File: src/rtl/io_pkg.sv
`default_nettype none
// ============================================================================
//  Module   : io_pkg
//  Purpose  : Definitions shared by the I/O peripherals on the shared bus.
//             It holds the bus command encodings, the default register
//             addresses, the status/clear bit positions and the receiver
//             state type.
//  Revision : 1.0 - initial release
// ============================================================================
package io_pkg;

  // Bus command encodings
  localparam logic [1:0] BUS_CMD_READ    = 2'b00;
  localparam logic [1:0] BUS_CMD_WRITE   = 2'b01;
  localparam logic [1:0] BUS_CMD_READ_B  = 2'b10;
  localparam logic [1:0] BUS_CMD_WRITE_B = 2'b11;

  // Default register byte addresses
  localparam logic [15:0] IO_DATA_ADDR   = 16'h0002;
  localparam logic [15:0] IO_STATUS_ADDR = 16'h0004;

  // Bit positions of the fields in the status read value
  localparam int STAT_AVAIL_BIT = 0;
  localparam int STAT_FULL_BIT  = 1;
  localparam int STAT_OVR_BIT   = 2;
  localparam int STAT_FERR_BIT  = 3;

  // Write-one-to-clear positions in the status write data.
  // These positions are not the same as the read positions.
  localparam int CLR_OVR_BIT  = 1;
  localparam int CLR_FERR_BIT = 2;

  typedef enum logic [2:0] {
    RX_IDLE,
    RX_START,
    RX_DATA,
    RX_STOP,
    RX_WAIT_HIGH
  } rx_state_t;

endpackage
`default_nettype wire

File: src/rtl/io_uart_rx_uart_rx.sv
`default_nettype none
// ============================================================================
//  Module   : uart_rx
//  Purpose  : Receives 8N1 serial data. The input passes through a 2-flop
//             synchronizer. A deserializer FSM then takes the synchronized
//             line and produces the received byte.
//  Ports    : clk, reset   - clock and synchronous active-high reset
//             i_rxp        - serial input, idle high
//             o_byte       - received byte, valid while o_valid is high
//             o_valid      - 1-clk pulse when a frame has a good stop bit
//             o_ferr       - 1-clk pulse when a frame has a bad stop bit
//  Revision : 1.0 - initial release
// ============================================================================
module uart_rx
  import io_pkg::*;
#(
  parameter int DIV = 10
) (
  input  logic       clk,
  input  logic       reset,
  input  logic       i_rxp,
  output logic [7:0] o_byte,
  output logic       o_valid,
  output logic       o_ferr
);

  localparam int CNT_W = $clog2(DIV);
  localparam logic [CNT_W-1:0] C_HALF = CNT_W'(DIV / 2 - 1);
  localparam logic [CNT_W-1:0] C_FULL = CNT_W'(DIV - 1);

  rx_state_t        r_state;
  logic             r_sync1, r_sync2, r_prev;
  logic [CNT_W-1:0] r_cnt;
  logic [2:0]       r_bit;
  logic [7:0]       r_shift;

  always_ff @(posedge clk) begin
    if (reset) begin
      r_state <= RX_IDLE;
      r_sync1 <= 1'b1;
      r_sync2 <= 1'b1;
      r_prev  <= 1'b1;
      r_cnt   <= '0;
      r_bit   <= '0;
      r_shift <= '0;
      o_byte  <= '0;
      o_valid <= 1'b0;
      o_ferr  <= 1'b0;
    end else begin
      r_sync1 <= i_rxp;
      r_sync2 <= r_sync1;
      r_prev  <= r_sync2;
      o_valid <= 1'b0;
      o_ferr  <= 1'b0;
      case (r_state)
        RX_IDLE: begin
          if (r_prev && !r_sync2) begin
            r_state <= RX_START;
            r_cnt   <= '0;
          end
        end
        RX_START: begin
          // Check the start bit at its middle. A line that has gone high
          // again by then was a glitch.
          if (r_cnt == C_HALF) begin
            r_cnt <= '0;
            r_bit <= '0;
            r_state <= r_sync2 ? RX_IDLE : RX_DATA;
          end else begin
            r_cnt <= r_cnt + CNT_W'(1);
          end
        end
        RX_DATA: begin
          if (r_cnt == C_FULL) begin
            r_cnt   <= '0;
            r_shift <= {r_sync2, r_shift[7:1]};  // LSB arrives first
            r_bit   <= r_bit + 3'd1;
            if (r_bit == 3'd7) r_state <= RX_STOP;
          end else begin
            r_cnt <= r_cnt + CNT_W'(1);
          end
        end
        RX_STOP: begin
          if (r_cnt == C_FULL) begin
            r_cnt <= '0;
            if (r_sync2) begin
              o_byte  <= r_shift;
              o_valid <= 1'b1;
              r_state <= RX_IDLE;
            end else begin
              // Bad stop bit. Do not look for a new start edge until the
              // line is high again.
              o_ferr  <= 1'b1;
              r_state <= RX_WAIT_HIGH;
            end
          end else begin
            r_cnt <= r_cnt + CNT_W'(1);
          end
        end
        RX_WAIT_HIGH: begin
          if (r_sync2) r_state <= RX_IDLE;
        end
        default: r_state <= RX_IDLE;
      endcase
    end
  end

endmodule
`default_nettype wire

File: src/rtl/io_uart_rx.sv
`default_nettype none
// ============================================================================
//  Module   : io_uart_rx
//  Purpose  : UART receive peripheral that responds on the shared bus.
//             Received bytes are stored in a FIFO. Data reads return and pop
//             the head byte. The status register gives {ferr, ovr, full,
//             avail}. Writing ones to the status register clears the sticky
//             error bits.
//  Ports    : clk, reset             - clock, synchronous active-high reset
//             addr, cmd, wr_data     - bus request
//             run / done             - request / completion toggles
//             rd_data                - read data
//             uart_rxp               - serial input, idle high
//  Config   : IO_UART_RX_BLOCKING_EN - when defined, a data read on an empty
//             FIFO stalls until a byte arrives. When undefined, such a read
//             completes at once with 16'h8000.
//  Revision : 1.0 - initial release
// ============================================================================
module io_uart_rx
  import io_pkg::*;
#(
  parameter int          CLK_FREQ    = 27000000,
  parameter int          BAUD        = 115200,
  parameter int          FIFO_DEPTH  = 4,
  parameter logic [15:0] DATA_ADDR   = IO_DATA_ADDR,
  parameter logic [15:0] STATUS_ADDR = IO_STATUS_ADDR
) (
  input  logic        clk,
  input  logic        reset,
  input  logic [15:0] addr,
  input  logic [1:0]  cmd,
  input  logic        run,
  input  logic [15:0] wr_data,
  output logic [15:0] rd_data,
  output logic        done,
  input  logic        uart_rxp
);

  localparam int DIV = CLK_FREQ / BAUD;
  localparam int AW  = $clog2(FIFO_DEPTH);
  localparam int PW  = AW + 1;

  logic [7:0]  w_rx_byte;
  logic        w_rx_valid, w_rx_ferr;

  uart_rx #(.DIV(DIV)) u_rx (
    .clk     (clk),
    .reset   (reset),
    .i_rxp   (uart_rxp),
    .o_byte  (w_rx_byte),
    .o_valid (w_rx_valid),
    .o_ferr  (w_rx_ferr)
  );

  logic [7:0]  r_mem [FIFO_DEPTH];
  logic [PW-1:0] r_wp, r_rp;
  logic        r_ovr, r_ferr;

  logic        w_empty, w_full, w_pend, w_is_rd, w_is_wr, w_is_data, w_is_stat;
  logic        w_pop, w_push, w_ovr_evt, w_complete;
  logic [15:0] w_clr, w_rd_next;
  logic        w_unused;

  // The MSBs differ and the index bits match only when the FIFO is full.
  assign w_empty = (r_wp == r_rp);
  assign w_full  = (r_wp[AW] != r_rp[AW]) && (r_wp[AW-1:0] == r_rp[AW-1:0]);

  assign w_pend    = run ^ done;
  assign w_is_rd   = (cmd == BUS_CMD_READ)  || (cmd == BUS_CMD_READ_B);
  assign w_is_wr   = (cmd == BUS_CMD_WRITE) || (cmd == BUS_CMD_WRITE_B);
  assign w_is_data = (addr == DATA_ADDR);
  assign w_is_stat = (addr == STATUS_ADDR);

  assign w_pop     = w_pend && w_is_rd && w_is_data && !w_empty;
  // A pop in the same cycle frees the slot, so a push into a full FIFO
  // still succeeds.
  assign w_push    = w_rx_valid && (!w_full || w_pop);
  assign w_ovr_evt = w_rx_valid && w_full && !w_pop;
  assign w_clr     = (w_pend && w_is_wr && w_is_stat) ? wr_data : 16'h0000;

`ifdef IO_UART_RX_BLOCKING_EN
  // Leave the request pending. A later cycle completes it as a normal pop.
  assign w_complete = w_pend && !(w_is_rd && w_is_data && w_empty);
`else
  assign w_complete = w_pend;
`endif

  always_comb begin
    w_rd_next = 16'h0000;
    if (w_is_data) begin
      w_rd_next = w_empty ? 16'h8000 : {8'h00, r_mem[r_rp[AW-1:0]]};
    end else if (w_is_stat) begin
      w_rd_next[STAT_FERR_BIT]  = r_ferr;
      w_rd_next[STAT_OVR_BIT]   = r_ovr;
      w_rd_next[STAT_FULL_BIT]  = w_full;
      w_rd_next[STAT_AVAIL_BIT] = !w_empty;
    end
  end

  always_ff @(posedge clk) begin
    if (w_push) r_mem[r_wp[AW-1:0]] <= w_rx_byte;
  end

  always_ff @(posedge clk) begin
    if (reset) begin
      done    <= 1'b0;
      rd_data <= 16'h0000;
      r_wp    <= '0;
      r_rp    <= '0;
      r_ovr   <= 1'b0;
      r_ferr  <= 1'b0;
    end else begin
      if (w_complete) begin
        done <= ~done;
        if (w_is_rd) rd_data <= w_rd_next;
      end
      if (w_push) r_wp <= r_wp + PW'(1);
      if (w_pop)  r_rp <= r_rp + PW'(1);
      // If a clear and a new error event happen in the same cycle, the
      // error event wins.
      r_ovr  <= (r_ovr  & ~w_clr[CLR_OVR_BIT])  | w_ovr_evt;
      r_ferr <= (r_ferr & ~w_clr[CLR_FERR_BIT]) | w_rx_ferr;
    end
  end

  assign w_unused = ^{wr_data[15:3], wr_data[0]};

endmodule
`default_nettype wire
File: config.mk
export PLATFORM = sky130hd
export DESIGN_NAME = io_uart_rx
export DESIGN_NICKNAME = d
export VERILOG_FILES = /design/src/rtl/io_pkg.sv /design/src/rtl/io_uart_rx_uart_rx.sv /design/src/rtl/io_uart_rx.sv
export SDC_FILE = /design/constraint.sdc
export NUM_CORES = 1
export LEC_CHECK = 0
export CORE_MARGIN = 2
export CORE_UTILIZATION = 59
export DETAILED_ROUTE_END_ITERATION = 8
export PLACE_DENSITY = 0.83
export RECOVER_POWER = 50
export SLEW_MARGIN = 20
export SYNTH_ARGS = -nofsm -noshare
export SYNTH_HDL_FRONTEND = slang
export SYNTH_SLANG_ARGS = --single-unit
File: constraint.sdc
create_clock -name clk -period 4.31 [get_ports clk]
set_clock_uncertainty 0.15 [all_clocks]
set_input_delay 1.0775 -clock clk [delete_from_list [all_inputs] [get_ports clk]]
set_output_delay 1.0775 -clock clk [all_outputs]
set_load 0.01 [all_outputs]
## Word-level counts from Yosys, hierarchy flattened

Memory sizes are Yosys's and may differ from the RTL's. A register that Yosys moved wholly into a read port is not among the register bits.
Index checks and enable logic that the tools add are counted.

- Bits in read-only memories: 0
- Memories: 1
- Output and inout port bits: 17
- Memory bits (writable): 32
- Bits in latches: 0
- Flip-flop bits (word level): 60

Memory list:

| memory | depth | bits a word | read ports | clocked after memory_dff | write ports | RTL line | text |
|---|---|---|---|---|---|---|---|
| r_mem | 4 | 8 | 1 | 1 | 1 | io_uart_rx.sv:55 | `logic [7:0] r_mem [FIFO_DEPTH];` |

- Bitwise operators: 10
- Div/mod/pow operators: 0
- Order comparisons: 0
- Equal/unequal tests: 21
- Reductions and logical operators: 29
- Shifts and indexed selects: 0
- Muxes and demuxes: 27
- Add/sub/neg operators: 4
- Multipliers: 0

Operators by type and width:

| cell | number |
|---|---|
| 2-to-1 mux 3 bit | 10 |
| 2-to-1 mux 8 bit | 3 |
| case mux 8 bit (3 select lines) | 1 |
| == test 16 x 2 -> 1 bit, second input constant | 1 |
| == test 16 x 3 -> 1 bit, second input constant | 1 |
| 2-to-1 mux 16 bit | 1 |
| case mux 3 bit (5 select lines) | 1 |
| 2-to-1 mux 12 bit | 1 |
| inequality test 2 x 1 -> 1 bit, second input constant | 6 |
| logical AND 1 bit | 10 |
| adder 3 x 1 -> 3 bit, second input constant | 3 |
| adder 8 x 1 -> 8 bit, second input constant | 1 |
| == test 8 x 7 -> 1 bit, second input constant | 1 |
| == test 8 bit, second input constant | 1 |
| 2-to-1 mux 4 bit | 2 |
| == test 3 x 2 -> 1 bit, second input constant | 2 |
| == test 3 bit, second input constant | 2 |
| 2-to-1 mux 2 bit | 3 |
| case mux 3 bit (2 select lines) | 1 |
| AND reduction 2 bit | 3 |
| AND reduction 3 bit | 2 |
| AND reduction 6 bit | 1 |
| inverter 1 bit | 5 |
| == test 2 bit, second input constant | 2 |
| other kinds (17) | 27 |

## Longest topological paths before layout

- Depth after elaboration: 9
- Gate-level depth with buffers: 7
- Depth with buffers taken out: 6

## Cells and area by module

Synthesis repeated with hierarchy kept, for this count alone.

- Cells, all modules: 345
- Area, all modules: 3,982.6 um^2

Modules (own cells, without submodules):

| module | sequential area each (um^2) | cells each | times used | area an instance (um^2) |
|---|---|---|---|---|
| io_uart_rx | 1,361.3 | 174 | 1 | 2,352.3 |
| uart_rx | 700.7 | 171 | 1 | 1,630.3 |

## Least setup slack after synthesis

OpenSTA, ideal clock, no wires.

- Path kind: input to register
- Start: input addr[9]
- End: register r_wp[2]
- Required time: 4.037 ns
- Path slack: 1.236 ns
- Stages on the path: 4
- Arrival time: 2.801 ns
- Cells stage by stage: nor4_4 nand4_2 o31ai_1 mux2_1

- Cells in the longest elaborated chain, start to end: 5

Ends and longest elaborated chain:

| element | RTL line | text |
|---|---|---|
| start: declaration | io_uart_rx.sv:30 | `input logic [15:0] addr,` |
| == test 16 x 2 -> 1 bit | io_uart_rx.sv:71 | `assign w_is_data = (addr == DATA_ADDR);` |
| logical AND 1 bit (2 in a row) | io_uart_rx.sv:74 | `assign w_pop = w_pend && w_is_rd && w_is_data && !w_empty;` |
| logical OR 1 bit | io_uart_rx.sv:77 | `assign w_push = w_rx_valid && (!w_full \|\| w_pop);` |
| logical AND 1 bit | io_uart_rx.sv:77 |  |
| end signal: assignment | io_uart_rx.sv:117 | `if (w_push) r_wp <= r_wp + PW'(1);` |
| end: declaration | io_uart_rx.sv:56 | `logic [PW-1:0] r_wp, r_rp;` |

No other way between the ends.
A chain may end at the register's enable or synchronous reset.

## Worst setup path in the final report

- Start: input addr[9]
- End: memory r_mem[0][4], enable pin

- Cells in the longest elaborated chain, start to end: 7

Ends and longest elaborated chain:

| element | RTL line | text |
|---|---|---|
| == test 16 x 2 -> 1 bit | io_uart_rx.sv:71 |  |
| logical AND 1 bit (2 in a row) | io_uart_rx.sv:74 |  |
| logical OR 1 bit | io_uart_rx.sv:77 |  |
| logical AND 1 bit | io_uart_rx.sv:77 |  |
| 2-to-1 mux 1 bit | io_uart_rx.sv:101 | `if (w_push) r_mem[r_wp[AW-1:0]] <= w_rx_byte;` |
| 2-to-1 mux 1 bit (implied by the code) | io_uart_rx.sv:101 |  |
| end: declaration | io_uart_rx.sv:55 |  |

No other way between the ends.

==> key figures <==
Status
  • Status: finished, violations left
  • Failing checks: max-capacitance violations

Synthesis
  • Register bit total from synthesis: 87
  • Sequential area share after synthesis: 52.4%
  • Post-synth top area cell: dfxtp_1
  • EDFF count, synth: 32
  • Ys Warns: 0
  • Async SR Flop Fraction: 0%
  • Yosys cell types: 56
  • Mapped Avg Cell Area: 11.1 um^2
  • Ys flop type: dfxtp_1
  • Post-Synthesis Cells: 354
  • Share of the synthesized area in the top cell type: between 20% and 30%
  • Area contributors post-synth: dfxtp_1, edfxtp_1, mux2i_1, mux4_2, ha_1
  • Mapped cell area: 3940 um^2

Finish
  • Seq. cell area: 2060 um^2
  • Fin cells: around 460
  • Fill cells: 452
  • Layout cell share with drive strength beyond 1: under 10%
  • Multi-input logic area: 1690 um^2
  • Commonest non-fill, non-tap cells in the layout: dfxtp_1, edfxtp_1, clkdlybuf4s50_1
  • Final core utilization: 70.2%
  • Area Overhead vs Synth: 13.9%
  • Nets: 429
  • Antenna Cells: 0
  • Post-route cell area: 4480 um^2
  • Leading cell type in the layout, fill and taps excluded: dfxtp_1

Setup path
  • CP required: 4.16 ns
  • Slowest cell delay on critical path: between 0.4 and 0.5 ns
  • Worst-path maximum fanout: 8
  • CP endpoint kind: register
  • Buf/Inv on CP: 1
  • Crit-path cells: clkdlybuf4s50_1 > nor4_4 > nand4_2 > o22ai_1 > and2_1
  • Worst setup SP type: primary input
  • Worst path top cell family by delay: simple AND/OR/NAND/NOR gates
  • CP Data Arrival Time: 3.08 ns
  • Slowest-stage cell, CP: and2_1
  • Crit path kind: primary input to register

Drt
  • WL/cell: 15.8 um
  • DR DRC count: 0
  • Drt total wl: 7.28 mm
  • Final ANT Viol Nets: 0
  • Routed via count: 2753
  • Via-per-instance ratio: 5.96
  • Number of DRC violations after detailed-routing iteration 0: 211
  • Total iterations of the first detailed-routing run: 4

CTS
  • Hold buffers post-CTS: 0
  • CTS H-tree lvls: 3
  • Worst-Skew Late Latency: 0.35 ns
  • Clock Path Buffers: 2
  • CTS clk-pin slew, worst paths: 0.07 ns
  • Root Buffer: clkbuf_8
  • Postcts setup bufs: 0
  • TritonCTS clock tree: yes
  • Sink Count: 87
  • Number of buffers created by CTS: 9
  • Post-CTS Resized: 0

Place
  • Place WS: 0.736 ns
  • Placed inst area: 4250 um^2
  • Placed cells: 447
  • # port buffers: 32
  • Dpl hpwl: 4.97 mm
  • RePlAce Congestion: 0.816

Power and ir drop
  • Maximum vdd drop: between 0.2 and 0.3 mV
  • Clock network power share: 41.6%
  • Flop pwr share: 53.5%
  • Sw frac: 19.8%
  • Static leakage: 1.54 nW
  • Internal Power: 1.28 mW
  • Combinational group share of total power: 5.0%
  • Ratio of total power to cell area: 357 nW/um^2
  • Total power: ~1.6 mW
  • Sw Pwr: about 0.32 mW

Floorplanning
  • Die height: 85.7 um
  • Initial core utilization: 61.6%
  • Core area: 6390 um^2
  • Die ar.: 7340 um^2
  • IO Pins: 55
  • Die width: 85.7 um
  • Site Rows: 29

Hold path
  • Hold crit path type: register to register

Timing
  • Final min period: about 3.2 ns
  • Worst slew margin: 0.610%
  • Hold slack: 0.260 ns
  • RSZ-0062 raised after global routing: no
  • Sum of negative setup slack: 0 ns
  • Setup-failing EPs final: 0
  • Final setup margin: 1.09 ns
  • Pins Over Slew Limit: 0
  • Fmax: 310 MHz
  • Final hold violations: 0
  • Final Cycle Share: 74.8%
  • Worst-Margin Slew: 1.48 ns

GRT
  • Pin count of the biggest net entering global routing: 47
  • Gr usage total: a little over a fifth
  • Number of global-route vias before repair: roughly 2600
  • First-pass GRT wire length: 12.3 mm
  • Gr ovfl total: 0
  • Initial antenna violation count: 0

Flow run
  • Max Cap Viol: 1
==> worst reg2reg max path, delay by kind of cell (launching register included) <==
family | cells | cell delay (ns)
flip-flops | 1 | 0.44
adder cells (fa/ha/maj) | 1 | 0.21
buffers and inverters | 1 | 0.09
multiplexers | 1 | 0.35
AO/OA/AOI/OAI | 2 | 1.44
AND/OR/NAND/NOR | 1 | 0.23
==> power by group through the flow <==
stage          clock network, mW  logic [mW]  registers [mW]
4_1_cts                    0.680      0.0798           0.855
3_3_place_gp                   0      0.0777           0.874
5_1_grt                    0.711      0.0867           0.856
3_5_place_dp                   0      0.0793           0.874
2_1_floorplan                  0      0.0472           0.874
6_report                   0.664      0.0793           0.855
==> flip-flops by register name, summed over array words and instances, names as in the netlist, 3 cells and up, named ones only <==
| name | cells |
|---|---|
| rd_data | 9 |
| r_rp | 3 |
| r_wp | 3 |
| u_rx.r_state | 3 |
| u_rx.r_cnt | 8 |
| u_rx.r_shift | 8 |
| r_mem | 32 |
| u_rx.o_byte | 8 |
| u_rx.r_bit | 3 |
==> Yosys cell counts (2+ instances only) <==
master	n
edfxtp_1	32
o31a_1	2
a31oi_1	3
buf_4	7
and3_1	4
and4b_1	2
and4_2	2
a211oi_1	3
nor2b_1	7
nand3_1	18
o211ai_1	7
ha_1	10
a22oi_1	3
mux2_2	3
buf_2	8
nor2_1	28
nor3b_1	3
inv_1	14
o22ai_1	2
dfxtp_1	55
xor2_1	3
mux4_2	8
and2_1	5
a221o_1	2
nand3b_1	3
o221ai_1	2
nor4_1	2
nand2b_1	2
o21ai_0	12
or2_2	3
o31ai_1	3
and4_1	2
xnor2_1	3
nor4_4	3
a21oi_1	19
nor3_1	4
nand2_1	20
clkbuf_1	7
buf_6	2
mux2i_1	18
nand4_1	3
==> worst paths after layout <==
check	from	endpoint	slack [ns]	depth (start not counted)
setup / recovery	addr[9]	r_mem[0][4]	1.09	5
hold / removal	u_rx.r_sync1	u_rx.r_sync2	0.26	1
setup reg to reg	u_rx.r_cnt[0]	u_rx.r_state[1]	1.31	6
hold reg to reg	u_rx.r_sync1	u_rx.r_sync2	0.26	1
==> cells by family after synthesis <==
logic type	count (synthesis)	share of synthesized area, %
buffers and inverters	40	5.15
XOR/XNOR	6	1.34
adder cells (fa/ha/maj)	10	3.18
AO/OA/AOI/OAI	64	10.5
other	1	0.0953
AND/OR/NAND/NOR	116	17.1
multiplexers	30	10.3
flip-flops	87	52.4
==> layer usage <==
layer	GRT usage (%)	routed length (um)	up-vias	part of all wire (%)
li1	-	-	1334	-
met1	27.9	3270	1342	45
met2	34.9	3600	73	49
met3	4.43	355	4	4.9
met4	9.38	57	0	0.78
met5	0	0	-	0
==> area by class of cell <==
type / instances / area share [%]
clock buffer: 11 / 3.15
timing repair buffer: 35 / 7.65
multi-input combinational: 233 / 37.7
inverter: 15 / 1.26
clock inverter: 4 / 2.09
tap: 77 / 2.15
sequential: 87 / 46.0
(Power assumes the default switching activity.)
